**src/rtl/edge_capture_in_pio.sv**
```systemverilog
// edge_capture_in_pio
// Avalon-MM slave input port. External asynchronous inputs are synchronised
// through two flops, debounced per bit, and edges of the debounced level are
// latched into a write-1-to-clear capture register that drives a maskable
// interrupt.
//
// Ports
//   clk         system clock, rising edge
//   reset       synchronous, active-high reset
//   address     register select: 0 DATA, 1 reserved, 2 IRQMASK, 3 EDGECAPTURE
//   chipselect  slave select
//   read        read strobe (qualified by chipselect)
//   write_n     active-low write strobe (qualified by chipselect)
//   writedata   write data
//   in_port     asynchronous external inputs
//   readdata    registered read data, one cycle latency
//   irq         interrupt request, |(edgecapture & irqmask)

module edge_capture_in_pio #(
   parameter int WIDTH           = 4,
   parameter int DEBOUNCE_CYCLES = 16,
   parameter int EDGE_TYPE       = 0
) (
   input  logic             clk,
   input  logic             reset,
   input  logic [1:0]       address,
   input  logic             chipselect,
   input  logic             read,
   input  logic             write_n,
   input  logic [WIDTH-1:0] writedata,
   input  logic [WIDTH-1:0] in_port,
   output logic [WIDTH-1:0] readdata,
   output logic             irq
);

   localparam int CNT_W = (DEBOUNCE_CYCLES > 1) ? $clog2(DEBOUNCE_CYCLES) : 1;
   localparam logic [CNT_W-1:0] CNT_MAX = CNT_W'(DEBOUNCE_CYCLES - 1);

   localparam logic [1:0] ADDR_DATA    = 2'd0;
   localparam logic [1:0] ADDR_IRQMASK = 2'd2;
   localparam logic [1:0] ADDR_EDGECAP = 2'd3;

   logic [WIDTH-1:0] s1_q, s2_q;
   logic [WIDTH-1:0] stable_q, stable_d;
   logic [WIDTH-1:0] stable_dly_q;
   logic [CNT_W-1:0] cnt_q [WIDTH];
   logic [CNT_W-1:0] cnt_d [WIDTH];
   logic [WIDTH-1:0] edgecap_q, edgecap_d;
   logic [WIDTH-1:0] irqmask_q, irqmask_d;
   logic [WIDTH-1:0] readdata_q, readdata_d;

   logic             wr_en;
   logic             rd_en;
   logic [WIDTH-1:0] rise, fall, qual_edge;
   logic [WIDTH-1:0] clr_mask;

   assign wr_en = chipselect & ~write_n;
   assign rd_en = chipselect & read;

   // Per-bit debounce: a differing synchronised level must persist for
   // DEBOUNCE_CYCLES consecutive samples; any return to the stable value
   // restarts the count from zero.
   always_comb begin
      stable_d = stable_q;
      for (int i = 0; i < WIDTH; i++) begin
         cnt_d[i] = '0;
         if (s2_q[i] != stable_q[i]) begin
            if (cnt_q[i] == CNT_MAX) begin
               stable_d[i] = s2_q[i];
            end else begin
               cnt_d[i] = cnt_q[i] + CNT_W'(1);
            end
         end
      end
   end

   assign rise = stable_q & ~stable_dly_q;
   assign fall = ~stable_q & stable_dly_q;

   always_comb begin
      if (EDGE_TYPE == 0) begin
         qual_edge = rise;
      end else if (EDGE_TYPE == 1) begin
         qual_edge = fall;
      end else begin
         qual_edge = rise | fall;
      end
   end

   // The set term is OR-ed after the clear so a coincident edge is never lost.
   assign clr_mask  = (wr_en && address == ADDR_EDGECAP) ? writedata : '0;
   assign edgecap_d = (edgecap_q & ~clr_mask) | qual_edge;
   assign irqmask_d = (wr_en && address == ADDR_IRQMASK) ? writedata : irqmask_q;

   always_comb begin
      readdata_d = readdata_q;
      if (rd_en) begin
         case (address)
            ADDR_DATA:    readdata_d = stable_q;
            ADDR_IRQMASK: readdata_d = irqmask_q;
            ADDR_EDGECAP: readdata_d = edgecap_q;
            default:      readdata_d = '0;
         endcase
      end
   end

   always_ff @(posedge clk) begin
      if (reset) begin
         s1_q         <= '0;
         s2_q         <= '0;
         stable_q     <= '0;
         stable_dly_q <= '0;
         edgecap_q    <= '0;
         irqmask_q    <= '0;
         readdata_q   <= '0;
         for (int i = 0; i < WIDTH; i++) begin
            cnt_q[i] <= '0;
         end
      end else begin
         s1_q         <= in_port;
         s2_q         <= s1_q;
         stable_q     <= stable_d;
         stable_dly_q <= stable_q;
         edgecap_q    <= edgecap_d;
         irqmask_q    <= irqmask_d;
         readdata_q   <= readdata_d;
         for (int i = 0; i < WIDTH; i++) begin
            cnt_q[i] <= cnt_d[i];
         end
      end
   end

   assign readdata = readdata_q;
   assign irq      = |(edgecap_q & irqmask_q);

endmodule

```
**config.mk**
```make
export PLATFORM = sky130hd
export DESIGN_NAME = edge_capture_in_pio
export DESIGN_NICKNAME = d
export VERILOG_FILES = /design/src/rtl/edge_capture_in_pio.sv
export SDC_FILE = /design/constraint.sdc
export NUM_CORES = 1
export LEC_CHECK = 0
export CAP_MARGIN = 20
export CORE_ASPECT_RATIO = 0.7
export CORE_MARGIN = 3
export CORE_UTILIZATION = 44
export CTS_CLUSTER_SIZE = 16
export DETAILED_ROUTE_END_ITERATION = 12
export GPL_TIMING_DRIVEN = 0
export PLACE_DENSITY_LB_ADDON = 0.3
export SLEW_MARGIN = 20
export SYNTH_ARGS = -nofsm -noshare
export SYNTH_HDL_FRONTEND = slang
export SYNTH_SLANG_ARGS = --single-unit
```
**constraint.sdc**
```tcl
create_clock -name clk -period 3.1 [get_ports clk]
set_clock_uncertainty 0.2 [all_clocks]
set_input_delay 0.62 -clock clk [delete_from_list [all_inputs] [get_ports clk]]
set_output_delay 0.62 -clock clk [all_outputs]
set_load 0.05 [all_outputs]
```
==> run metrics, run 1 <==
met3 Usage GRT 0.0473; Die Height 57.6 um; CP arrival 1.64 ns; Max clock buf depth 2; Setup crit end kind output port; P per Cell Area 537 nW/um^2; leading cell type in the layout, fill and taps excluded dfxtp_1; critical path type flip-flop to output port; fmax 0.407 GHz; postcts setup bufs 0; DIE AREA 4590 sq um; RSZ-0062 raised after global routing no; Critical Path Slowest Stage Cell clkdlybuf4s50_1; core outline area 3580 sq um; Area growth syn-to-layout 21.4%; M2 GR Usage 0.218; worst skew pair latency 0.29 ns; Critical Path RT 2.28 ns; crit-path max FO 3; Max Slew Vio Count 0; CTS tree yes; # resized after CTS 0; Yosys cell types 26; Vias/cell 5.03; initial core utilization 0.467; Seq cells post-synth 44; GRT Max-Usage Layer met2; Overflow after GRT 0; crit path time final 2.46 ns; leakage 0.000872 uW; first-pass GRT wire length 5070 um; Max-slew headroom 0.656; VDD IR max 0.320 mV; Rows 18; Detailed Route WL 2920 um; initial antenna violation count 0; # clock sinks 44; Avg Cell Area, Syn 10.3 sq um; CP Launch Type flip-flop; Design Power 1090 uW; max incr delay on CP 0.80 ns; vias 1202; post-route DRC violation count 0; Hold Path Class flip-flop to flip-flop; post-detail-place hpwl 2190 um; syn_nets 182; Worst Tran Pin Value 0.515 ns; Wirelength per Cell 12.2 um; # setup viols final 0; Ant. Diodes 0; gpl congestion 0.778; clk slew on worst S/H paths 0.09 ns; 1st-iter DRT viols 53; antenna violation net count after detailed routing 0; Hold Buf Count CTS 0; Cell Area, Synth 1670 sq um; overall die width 79.7 um; vias in the first global route 1185; Final Hold Viols 0; fin crit share 0.793; first-pass iteration count of the detailed router 4; Clk Tree Root Cell clkbuf_8; sequential area share after synthesis 0.527; max cap viols 0; largest net degree at the start of global routing 16; outcome finished, final reports clean; M1 GR Usage 0.191; CP cell instances a22oi_1, nand2_1, clkdlybuf4s50_1; Synthesis Warnings 0; Total Routing Usage GR 0.142; final layout net count 207; Port-buffer cells 18; H-tree levels 2; total CTS buffers 5; # fillers 303; commonest cells after routing, fill and taps aside dfxtp_1, nor2_1, clkdlybuf4s50_1; Top Ports 20; Gate Count Post-Synth 163; Setup TNS 0 ns; share of layout cells above drive strength 1 0.0952
-- per-layer routing --
metal	wire, um	vias up
met4	29	0
li1	-	602
met2	1350	19
met1	1390	576
met5	0	-
met3	150	5
-- worst max-delay path, delay by kind of cell, from the launching register on --
family | cells | cell delay (ns)
buffers and inverters | 1 | 0.80
flip-flops | 1 | 0.37
AO/OA/AOI/OAI | 1 | 0.11
AND/OR/NAND/NOR | 1 | 0.08
-- state kept, by name, summed over array words and instances (netlist names) --
| signal | count |
|---|---|
| edgecap_q | 4 |
| stable_q | 4 |
| s2_q | 4 |
| readdata | 4 |
| irqmask_q | 4 |
| stable_dly_q | 4 |
| s1_q | 4 |
| cnt_q | 16 |
-- final cells by class --
type	count	area, sq um	area share
Multi-Input combinational cell	105	729	0.359
Inverter	9	33.8	0.0166
Buffer	5	28.8	0.0142
Tap cell	50	62.6	0.0308
Clock inverter	3	46.3	0.0228
Clock buffer	5	68.8	0.0339
Timing Repair Buffer	18	180	0.0887
Sequential cell	44	881	0.434
-- kinds of logic (layout without fill, tap and decap cells) --
group | Yosys count | in the layout | share of synthesized area
XOR/XNOR | 12 | 12 | 0.0628
buffers and inverters | 14 | 40 | 0.0374
AO/OA/AOI/OAI | 15 | 15 | 0.0681
AND/OR/NAND/NOR | 62 | 62 | 0.198
flip-flops | 44 | 44 | 0.527
multiplexers | 12 | 12 | 0.0770
adder cells (fa/ha/maj) | 4 | 4 | 0.0299
-- report_power, final --
part	switching, uW	internal (uW)	leakage (uW)
logic	38.8	36.3	0.000460
clock network	193	243	0.0000548
registers	5.18	575	0.000357
-- cell usage after synthesis --
cell type / number / area share
buf_2: 1 / 0.0030
mux2_2: 3 / 0.020
inv_1: 9 / 0.020
mux2_4: 1 / 0.0090
clkbuf_1: 2 / 0.0045
nor3_1: 4 / 0.012
nor2b_1: 12 / 0.045
nand2_1: 2 / 0.0045
xor2_1: 12 / 0.063
and4bb_2: 1 / 0.0075
ha_1: 4 / 0.030
dfxtp_1: 44 / 0.53
a22oi_1: 2 / 0.0090
a21oi_1: 4 / 0.012
buf_6: 1 / 0.0067
mux2i_1: 8 / 0.048
and2_1: 1 / 0.0037
clkbuf_2: 1 / 0.0030
a221oi_1: 4 / 0.021
nand3b_1: 4 / 0.018
and3b_1: 4 / 0.021
a31o_2: 1 / 0.0052
and4b_2: 1 / 0.0067
nand3_1: 8 / 0.024
nor2_1: 25 / 0.056
a22o_1: 4 / 0.021
-- through the flow --
step                utilization  hold WS, ns  setup slack (ns)  area [sq um]  cells
finish                    0.567        0.235             0.640          2030    239
global route              0.567        0.258             0.566          2030    239
CTS                       0.567        0.249             0.628          2030    239
detailed placement        0.535        0.227             0.724          1920    231
global placement          0.535        0.220             0.722          1920    231
floorplan                     -        0.214              1.41          1670    163
-- path summary, 6_finish.rpt --
kind	from	end	slack, ns	cells after the start
setup / recovery	irqmask_q[2]$_SDFFE_PP0P_	irq	0.64	3
hold / removal	s1_q[1]$_SDFF_PP0_	s2_q[1]$_SDFF_PP0_	0.24	1
setup reg to reg	irqmask_q[3]$_SDFFE_PP0P_	readdata[3]$_SDFFE_PP0P_	1.83	3
hold reg to reg	s1_q[1]$_SDFF_PP0_	s2_q[1]$_SDFF_PP0_	0.24	1
(Power assumes the default switching activity.)
==> inputs of run 2 (changes only) <==
Clock period 3.1 ns to 2 ns, I/O delays scaled along.
==> run 2 against run 1 <==
  * Count of clock-buffer cells in the layout did not move
  * Worst hold slack unchanged
  * Sequential share of layout area increased by 0.21 points
  * Critical path depth up 1
  * Combinational power grew 50%
  * Critical endpoint is now irqmask_q[2]$_SDFFE_PP0P_
==> run metrics, run 2 (synthesis results as in run 1) <==
max reg flops 16 (unchanged); Wirelength per Cell 12.2 um (about the same); Top Ports 20 (unchanged); CTS tree yes; Max clock buf depth 2 (unchanged); setup ws final 0.126 ns (-0.514 ns); fmax 0.534 GHz; Setup crit end kind flip-flop; CP Launch Type input port; # setup viols final 0 (unchanged); hold path depth 1 (unchanged); fin crit share 0.937; Multi-input gate area 729 sq um (unchanged); critical path type input port to flip-flop; total CTS buffers 5 (unchanged); post-route DRC violation count 0 (unchanged); Post-DP Area 1920 sq um (unchanged); worst flop-to-flop path startpoint irqmask_q[3]$_SDFFE_PP0P_; clk slew on worst S/H paths 0.09 ns (about the same); Critical Path RT 1.98 ns (-0.30 ns); first-pass GRT wire length 5070 um (unchanged); largest net degree at the start of global routing 16 (unchanged); P per Cell Area 835 nW/um^2 (+55%); vias in the first global route 1185 (unchanged); Ant. Diodes 0 (unchanged); share of layout cells above drive strength 1 0.101 (+0.00529); final layout net count 207 (unchanged); # clock sinks 44 (unchanged); Met2 Wirelength 1350 um (about the same); met3 wire length 150 um (unchanged); outcome finished, final reports clean; reg2reg path depth 3 (unchanged); Reg2Reg Setup Slack 0.73 ns (-1.10 ns); worst skew pair latency 0.29 ns (about the same); gpl congestion 0.778 (unchanged); post-detail-place hpwl 2190 um (unchanged); Hold Path Class flip-flop to flip-flop; FF+latch area 881 sq um (unchanged); initial core utilization 0.467 (unchanged); DR top layer met4; Overflow after GRT 0 (unchanged); Reg2Reg Capture Point readdata[3]$_SDFFE_PP0P_; leakage 0.000890 uW (+2.0%); postcts setup bufs 0 (unchanged); Final Hold Viols 0 (unchanged); vias 1202 (unchanged); final core occ 0.564 (-0.00279); hold endpoint s2_q[1]$_SDFF_PP0_; RSZ-0062 raised after global routing no; crit-path max FO 10 (+7); Die Height 57.6 um (unchanged); Worst Tran Pin Value 0.508 ns (-0.00638 ns); # resized after CTS 5 (+5); max cap viols 0 (unchanged); Rows 18 (unchanged); Port-buffer cells 18 (unchanged); Total Routing Usage GR 0.142 (unchanged); Detailed Route WL 2920 um (about the same); Max Slew Vio Count 0 (unchanged); Hold Buf Count CTS 0 (unchanged); final hold slack 0.235 ns (unchanged); Place WS -0.156 ns (-0.880 ns); Clk Tree Root Cell clkbuf_8; crit path time final 1.87 ns; core outline area 3580 sq um (unchanged); design area 2020 sq um (-0.49%); overall die width 79.7 um (unchanged); Biggest register cnt_q; worst hold path startpoint s1_q[1]$_SDFF_PP0_; DIE AREA 4590 sq um (unchanged); first-pass iteration count of the detailed router 4 (unchanged); CP Launch Point reset; commonest cells after routing, fill and taps aside dfxtp_1, nor2_1, clkdlybuf4s50_1; H-tree levels 2 (unchanged); # fillers 306 (+0.99%); CP arrival 1.85 ns (+0.21 ns); initial antenna violation count 0 (unchanged); antenna violation net count after detailed routing 0 (unchanged); Max-slew headroom 0.662 (+0.00668); M1 WL 1390 um (about the same); 1st-iter DRT viols 53 (unchanged); Area growth syn-to-layout 20.8%; Vias/cell 5.03 (unchanged); VDD IR max 0.496 mV (+55%); leading cell type in the layout, fill and taps excluded dfxtp_1
==> run 2: layout make-up <==
type,instances,share of cell area
plain buffers,5,0.0142
well taps,50,0.0310
inverters,9,0.0167
clock buffers,5,0.0341
flip-flops and latches,44,0.436
clock inverters,3,0.0229
repair buffers,18,0.0842
multi-input cells,105,0.361
==> run 2: through the flow <==
stage / total power, uW / instances / setup TNS [ns]
floorplan: 984 / 163 / 0
global placement: 1030 / 231 / -1.99
detailed placement: 1040 / 231 / -1.97
CTS: 1710 / 239 / 0
global route: 1750 / 239 / 0
finish: 1690 / 239 / 0
==> run 2: worst max path at each step <==
stage	to	slack, ns	cells past startpoint
after floorplan	readdata[3]$_SDFFE_PP0P_	0.53	4
after global placement	stable_q[2]$_SDFFE_PP0P_	-0.16	4
after detailed placement	irqmask_q[2]$_SDFFE_PP0P_	-0.16	4
after CTS	irq	0.02	3
after global routing	irqmask_q[0]$_SDFFE_PP0P_	0.02	4
final	irqmask_q[2]$_SDFFE_PP0P_	0.13	4
==> run 2: power breakdown <==
group / leakage [uW] / internal, uW / switching [uW]
combinational: 0.000478 / 52.9 / 60.1
clock: 0.0000548 / 376 / 299
sequential: 0.000357 / 892 / 7.84
==> run 2: per-layer routing <==
layer / up-vias / track usage
met4: 0 / 0.0466
met2: 19 / 0.218
met5: - / 0
met3: 5 / 0.0473
met1: 576 / 0.191
li1: 602 / -
==> run 2: critical path, cell delays in order <==
cell and delay (ns):
clkdlybuf4s50_1 0.62, clkbuf_1 0.42, buf_2 0.33, nor2_1 0.08
